--- config.mk ---
export PLATFORM = sky130hd
export DESIGN_NAME = cla_64bit
export DESIGN_NICKNAME = d
export VERILOG_FILES = /design/src/rtl/cla_64bit.sv
export SDC_FILE = /design/constraint.sdc
export NUM_CORES = 1
export LEC_CHECK = 0
export CAP_MARGIN = 20
export CORE_MARGIN = 2
export CORE_UTILIZATION = 44
export DETAILED_ROUTE_END_ITERATION = 8
export PLACE_DENSITY = 0.83
export SETUP_SLACK_MARGIN = 0.02
export SLEW_MARGIN = 30
export SYNTH_ARGS = -nofsm -noshare
export SYNTH_HDL_FRONTEND = slang
export SYNTH_SLANG_ARGS = --single-unit
--- constraint.sdc ---
create_clock -name CLK -period 3 [get_ports CLK]
set_clock_uncertainty 0.15 [all_clocks]
set_input_delay 0.75 -clock CLK [delete_from_list [all_inputs] [get_ports CLK]]
set_output_delay 0.75 -clock CLK [all_outputs]
set_load 0.05 [all_outputs]
--- src/rtl/cla_64bit.sv ---
// cla_64bit -- 64-bit unsigned carry-lookahead adder with a registered result.
//
// Computes {cout,sum} = a + b + cin (exact 65-bit result, modulo 2^64 on sum).
// The carry network has three lookahead levels: 16 four-bit groups, 4 blocks
// of 16 bits, and one top unit over the 4 blocks. No carry ripples anywhere.
//
// Ports:
//   CLK    in   1   clock, rising-edge active
//   reset  in   1   asynchronous, active-high reset
//   a      in   64  operand A, unsigned
//   b      in   64  operand B, unsigned
//   cin    in   1   carry into bit 0
//   sum    out  64  registered sum
//   cout   out  1   registered carry out of bit 63
//
// Configuration macro:
//   CLA_64BIT_INREG_EN  when defined, a/b/cin are registered before the
//                       lookahead network (latency 2 instead of 1).

module cla_64bit (
  input  logic        CLK,
  input  logic        reset,
  input  logic [63:0] a,
  input  logic [63:0] b,
  input  logic        cin,
  output logic [63:0] sum,
  output logic        cout
);

  logic [63:0] op_a;
  logic [63:0] op_b;
  logic        op_cin;

`ifdef CLA_64BIT_INREG_EN
  always_ff @(posedge CLK or posedge reset) begin
    if (reset) begin
      op_a   <= '0;
      op_b   <= '0;
      op_cin <= 1'b0;
    end else begin
      op_a   <= a;
      op_b   <= b;
      op_cin <= cin;
    end
  end
`else
  assign op_a   = a;
  assign op_b   = b;
  assign op_cin = cin;
`endif

  // Group generate/propagate over four (g,p) pairs: returns {gg, gp}.
  function automatic logic [1:0] gen_prop4(input logic [3:0] gi, input logic [3:0] pi);
    logic gg;
    logic gp;
    gg = gi[3]
       | (pi[3] & gi[2])
       | (pi[3] & pi[2] & gi[1])
       | (pi[3] & pi[2] & pi[1] & gi[0]);
    gp = &pi;
    return {gg, gp};
  endfunction

  // Carries into the four positions of a group, flattened sum-of-products
  // from the group carry-in: returns {c3, c2, c1, c0}.
  function automatic logic [3:0] carry4(input logic [3:0] gi, input logic [3:0] pi,
                                        input logic c0);
    logic c1;
    logic c2;
    logic c3;
    c1 = gi[0] | (pi[0] & c0);
    c2 = gi[1] | (pi[1] & gi[0]) | (pi[1] & pi[0] & c0);
    c3 = gi[2] | (pi[2] & gi[1]) | (pi[2] & pi[1] & gi[0])
       | (pi[2] & pi[1] & pi[0] & c0);
    return {c3, c2, c1, c0};
  endfunction

  logic [63:0] g;
  logic [63:0] p;
  logic [63:0] c;
  logic [15:0] grp_g;
  logic [15:0] grp_p;
  logic [15:0] grp_c;
  logic [3:0]  blk_g;
  logic [3:0]  blk_p;
  logic [3:0]  blk_c;
  logic        top_g;
  logic        top_p;
  logic        c64;
  logic [63:0] comb_sum;

  assign g = op_a & op_b;
  assign p = op_a ^ op_b;

  // Level 1: group generate/propagate from bit signals.
  always_comb begin
    grp_g = '0;
    grp_p = '0;
    for (int k = 0; k < 16; k++) begin
      {grp_g[k], grp_p[k]} = gen_prop4(g[4*k +: 4], p[4*k +: 4]);
    end
  end

  // Level 2: 16-bit block generate/propagate from group signals.
  always_comb begin
    blk_g = '0;
    blk_p = '0;
    for (int j = 0; j < 4; j++) begin
      {blk_g[j], blk_p[j]} = gen_prop4(grp_g[4*j +: 4], grp_p[4*j +: 4]);
    end
  end

  // Level 3: block carry-ins and the final carry, all straight from cin.
  always_comb begin
    blk_c          = carry4(blk_g, blk_p, op_cin);
    {top_g, top_p} = gen_prop4(blk_g, blk_p);
  end

  assign c64 = top_g | (top_p & op_cin);

  // Carries flow back down: block carry-in -> group carry-ins -> bit carries.
  always_comb begin
    grp_c = '0;
    for (int j = 0; j < 4; j++) begin
      grp_c[4*j +: 4] = carry4(grp_g[4*j +: 4], grp_p[4*j +: 4], blk_c[j]);
    end
  end

  always_comb begin
    c = '0;
    for (int k = 0; k < 16; k++) begin
      c[4*k +: 4] = carry4(g[4*k +: 4], p[4*k +: 4], grp_c[k]);
    end
  end

  assign comb_sum = p ^ c;

  always_ff @(posedge CLK or posedge reset) begin
    if (reset) begin
      sum  <= '0;
      cout <= 1'b0;
    end else begin
      sum  <= comb_sum;
      cout <= c64;
    end
  end

endmodule

# --- After elaboration in Yosys (flattened, before gate mapping) ---
# Index checks and enable logic that the tools add are counted.
classes:
  n_bitwise: 488
  reduce_logical: 21
op_table:
  columns: ["op", "n"]
  rows:
  - ["bitwise AND 1 bit", 295]
  - ["bitwise OR 1 bit", 190]
  - ["XOR 64 bit", 2]
  - ["bitwise AND 64 bit", 1]
  - ["AND reduction 16 bit", 4]
  - ["AND reduction 4 bit", 16]
  - ["AND reduction 64 bit", 1]
word_totals:
  register_bits: 65
  in_bits: 131
  out_inout_bits: 65
  wordCells: 511

# --- Logic depth before layout (Yosys ltp) ---
logic_depth:
  depth_word: 18
  depth_mapped: 12
  ltp_nobuf: 12

# --- Worst setup path before layout ---
# Ideal clock, no wire load.
synth_path:
  path_type: "input -> register"
  startpoint: "input port a[29]"
  endpoint: "register sum[53]"
  setup_time_ps: 129
  arrival_time_ps: 3078
  required_time_ps: 2721
  path_slack_ps: -357
  cell_stages: 12
  n_path_buf: 0
  path_cell_list: "ha_1 -> a21o_1 -> a21o_1 -> a221oi_2 -> o221ai_2 -> or2_1 -> a21oi_2 -> o21ai_2 -> nand3_1 -> nand2_1 -> fa_1 -> xor2_1"
synth_between:
  elab_chain_len: 16
  word_cells_on_any_way: 30
  cone_classes: "bitwise (28); reduce/logical (2)"
synth_lines:
  columns: ["item", "line_no", "source"]
  rows:
  - ["from (decl)", "23", "input logic [63:0] a,"]
  - ["bitwise AND 64 bit / XOR 64 bit (equally long branches)", "92, 93", null]
  - ["bitwise AND 1 bit, on equally long branches", "58, 59", null]
  - ["bitwise OR 1 bit / bitwise AND 1 bit (equally long branches)", "58, 59", null]
  - ["bitwise OR 1 bit", "59", "| (pi[3] & pi[2] & pi[1] & gi[0]);"]
  - ["bitwise OR 1 bit", "57", "| (pi[3] & gi[2])"]
  - ["bitwise OR 1 bit", "58", "| (pi[3] & pi[2] & gi[1])"]
  - ["bitwise OR 1 bit", "59", null]
  - ["bitwise AND 1 bit", "73", "c3 = gi[2] | (pi[2] & gi[1]) | (pi[2] & pi[1] & gi[0])"]
  - ["bitwise OR 1 bit (2 in series)", "73", null]
  - ["bitwise OR 1 bit *", "74", "| (pi[2] & pi[1] & pi[0] & c0);"]
  - ["bitwise AND 1 bit *", "71", "c1 = gi[0] | (pi[0] & c0);"]
  - ["bitwise OR 1 bit *", "71", null]
  - ["bitwise AND 1 bit *", "71", null]
  - ["bitwise OR 1 bit *", "71", null]
  - ["XOR 64 bit *", "136", "assign comb_sum = p ^ c;"]
  - ["net comb_sum[53]", "90", "logic [63:0] comb_sum;"]
  - ["to (signal assigned)", "143", "sum <= comb_sum;"]
  - ["to (decl)", "26", "output logic [63:0] sum,"]
# Mark *: on every way through the listed nets, which the timed path passes. The rest lies on a longest branch.

# --- Worst setup path after layout ---
layout_path:
  startpoint: "input port a[45]"
  endpoint: "register sum[61]"
layout_between:
  elab_chain_len: 15
  word_cells_on_any_way: 30
  cone_classes: "bitwise (28); reduce/logical (2)"
layout_lines:
  columns: ["item", "line_no"]
  rows:
  - ["bitwise AND 64 bit / XOR 64 bit (equally long branches)", "92, 93"]
  - ["bitwise AND 1 bit, on equally long branches", "58, 59"]
  - ["bitwise OR 1 bit / bitwise AND 1 bit (equally long branches)", "58, 59"]
  - ["bitwise OR 1 bit", "59"]
  - ["bitwise OR 1 bit", "57"]
  - ["bitwise OR 1 bit", "58"]
  - ["bitwise OR 1 bit", "59"]
  - ["bitwise OR 1 bit (2 in series)", "73"]
  - ["bitwise OR 1 bit *", "74"]
  - ["bitwise AND 1 bit *", "74"]
  - ["bitwise OR 1 bit *", "74"]
  - ["bitwise AND 1 bit *", "71"]
  - ["bitwise OR 1 bit *", "71"]
  - ["XOR 64 bit *", "136"]
  - ["net comb_sum[61]", "90"]
# Marked as above.

==> impl_metrics.json <==
{
  "grtUsageTotal_pct": 30.8,
  "critPathSlowestCell": "a221oi_4",
  "die_width_um": 107,
  "ys_types": 62,
  "setup_viol": 20,
  "drcViolationCount": 0,
  "die_area_um2": 11300,
  "overflow": 0,
  "grt_pass1_wl_mm": 27.0,
  "grt_pass1_vias": 5540,
  "syn_inst": 431,
  "syn_to_final_growth_pct": 96.5,
  "ir_worst_vdd_uv": 347,
  "cp-end-kind": "flip-flop",
  "cp.depth": 11,
  "synth_warnings": 0,
  "slew_headroom_pct": 59.6,
  "violations": "setup timing",
  "clk_pin_slew_worst_paths_ps": 80,
  "hold_class": "in -> reg",
  "clock_path_buffers": 2,
  "crit_path_max_incr_delay_ps": 420,
  "ios": 196,
  "yosysSeqAreaShare_pct": 35.2,
  "min_from": "b[24]",
  "crit_arrival_ps": 3280,
  "clock.fmax_mhz": 315,
  "ys_ff_latch": 65,
  "holdPathEnd": "sum[24]$_DFF_PP0_",
  "cts_tree": "done",
  "start_kind": "input pin",
  "vias": 5373,
  "synth_fp_nets": 642,
  "drtPass1Iterations": 5,
  "ctsHoldBuffers": 0,
  "hold-path-cell-count": 2,
  "routedWlPerCell_um": 22.0,
  "clock-sinks": 65,
  "worst-setup-path-type": "in -> reg",
  "synth_edf_count": 0,
  "layout.nets": 1009,
  "syn-cell-area_um2": 4620,
  "dieHeight_um": 107,
  "total_power_mw": 4.43,
  "yosysTopAreaCell": "dfrtp_1",
  "fin_ws_ps": -178,
  "async_reset_ff_share_pct": 100,
  "io_buffers": 195,
  "maxCapViolations": 0,
  "critPathMaxFanout": 3,
  "cp_num_buf_inv": 1,
  "ctsHtreeMaxLevel": 3,
  "drt_wl_total_mm": 20.7,
  "rsz0062_at_grt": "true",
  "gp_congestion": 0.881,
  "postRouteAntennaNets": 0,
  "cp.required_ps": 3100,
  "hold_viol": 0,
  "finalMaxSlewViolations": 0,
  "synthTopCellsByArea": "dfrtp_1, ha_1, fa_1",
  "netlist_top_cells_count": "dfrtp_1, ha_1, a21oi_1",
  "max_slew.worst_pin.slew_ps": 600,
  "p_leak_nw": 4.05,
  "core_um2": 10300,
  "crit_chain": "clkbuf_2 > ha_4 > a21oi_4 > o211ai_4 > a221oi_4 > nand3_2 > o31ai_4 > a21oi_2 > or2_4 > fa_2 > xor2_1",
  "numCtsBuffers": 9,
  "num_rows": 37,
  "power_density_nw_per_um2": 487,
  "dp_hpwl_mm": 11.9,
  "status": "finished with violations",
  "fin_crit_sh_pct": 106,
  "cts-root-buf": "clkbuf_8",
  "post-synth-top-area-fraction_pct": 35.2,
  "drt-initial-drc-count": 265,
  "holdWs_ps": 535,
  "synth_ff_type": "dfrtp_1",
  "drive_gt1_share_pct": 48.1,
  "synth.avg_cell_area_um2": 10.7,
  "grt_max_degree": 66,
  "initial_utilization_pct": 45.0,
  "synth_most_common_cell": "dfrtp_1",
  "crit_family": "compound AO/OA/AOI/OAI gates",
  "finalCriticalPeriod_ps": 3180,
  "antenna_found_initial": 4,
  "via_per_inst": 5.70
}
-- registers in the layout (all words and copies together) (netlist names) --
signal  count
sum        64
cout        1
-- logic make-up (layout without fill, tap and decap cells) --
kind of cell             count (synthesis)  in the layout  share of synthesized area, %
AO/OA/AOI/OAI                          124            124                          20.0
other                                    0              4                             0
AND/OR/NAND/NOR                         99             99                          10.9
flip-flops                              65             65                          35.2
buffers and inverters                   21            393                          1.70
adder cells (fa/ha/maj)                 80             80                          24.2
XOR/XNOR                                41             41                          7.77
multiplexers                             1              1                         0.216
-- report_power, final --
group	internal, mW	leakage (nW)	switching [mW]
clock	0.404	0.0954	0.376
sequential	1.06	0.756	0.0614
combinational	1.06	3.20	1.47
total	2.52	4.05	1.91
-- area by class of cell --
type,instances,area [µm²]
multi-input combinational,345,4100
timing repair buffer,356,2910
sequential,65,1630
fill,462,1190
tap,136,170
clock buffer,11,141
inverter,21,78.8
clock inverter,5,55.1
antenna,4,10.0
-- what timing repair did --
item                                    4_1_cts  5_1_grt
pin swaps                                    92       57
buffers inserted                             30       18
gates resized for setup                     240      150
endpoints found under the setup margin       46       35
-- metal layers --
layer / track usage [%] / vias up / wire, µm / part of all wire (%)
met4: 17.8 / 0 / 1530 / 7.4
met1: 31.4 / 2566 / 7020 / 34
li1: - / 2330 / - / -
met5: 0 / - / 0 / 0
met3: 6.07 / 121 / 1530 / 7.4
met2: 57.8 / 356 / 10700 / 51
-- worst max-delay path by stage --
stage | startpoint | end | slack (ps)
after CTS | b[29] | sum[61]$_DFF_PP0_ | -30
after global routing | b[29] | sum[41]$_DFF_PP0_ | -180
after global placement | a[29] | sum[53]$_DFF_PP0_ | -710
after floorplan | a[29] | sum[53]$_DFF_PP0_ | -160
after detailed placement | a[43] | sum[60]$_DFF_PP0_ | -810
final | a[45] | sum[61]$_DFF_PP0_ | -180
-- cells in the final DEF, fill, tap and decap left out, types with 13 or more instances in the layout --
cell / n
buf_4: 155
clkdlybuf4s50_1: 96
dfrtp_1: 65
clkbuf_2: 50
ha_4: 48
xor2_1: 22
dlygate4sd2_1: 21
nor2_1: 19
inv_1: 18
xnor2_1: 17
a21o_1: 15
a21oi_4: 14
a21oi_1: 14
nand2_1: 13
a21oi_2: 13
ha_1: 13
-- stage by stage --
stage / setup WS [ps] / cells / TNS [ps] / cell area (µm²) / util [%]
finish: -178 / 943 / -2080 / 9090 / 88.4
CTS: -33.5 / 921 / -56.7 / 8830 / 85.9
global placement: -706 / 875 / -24730 / 7960 / 77.4
floorplan: -161 / 431 / -588 / 4970 / -
global route: -181 / 943 / -2520 / 9090 / 88.4
detailed placement: -813 / 875 / -30150 / 7960 / 77.4
Note: power is estimated with default switching activity, not from simulation.
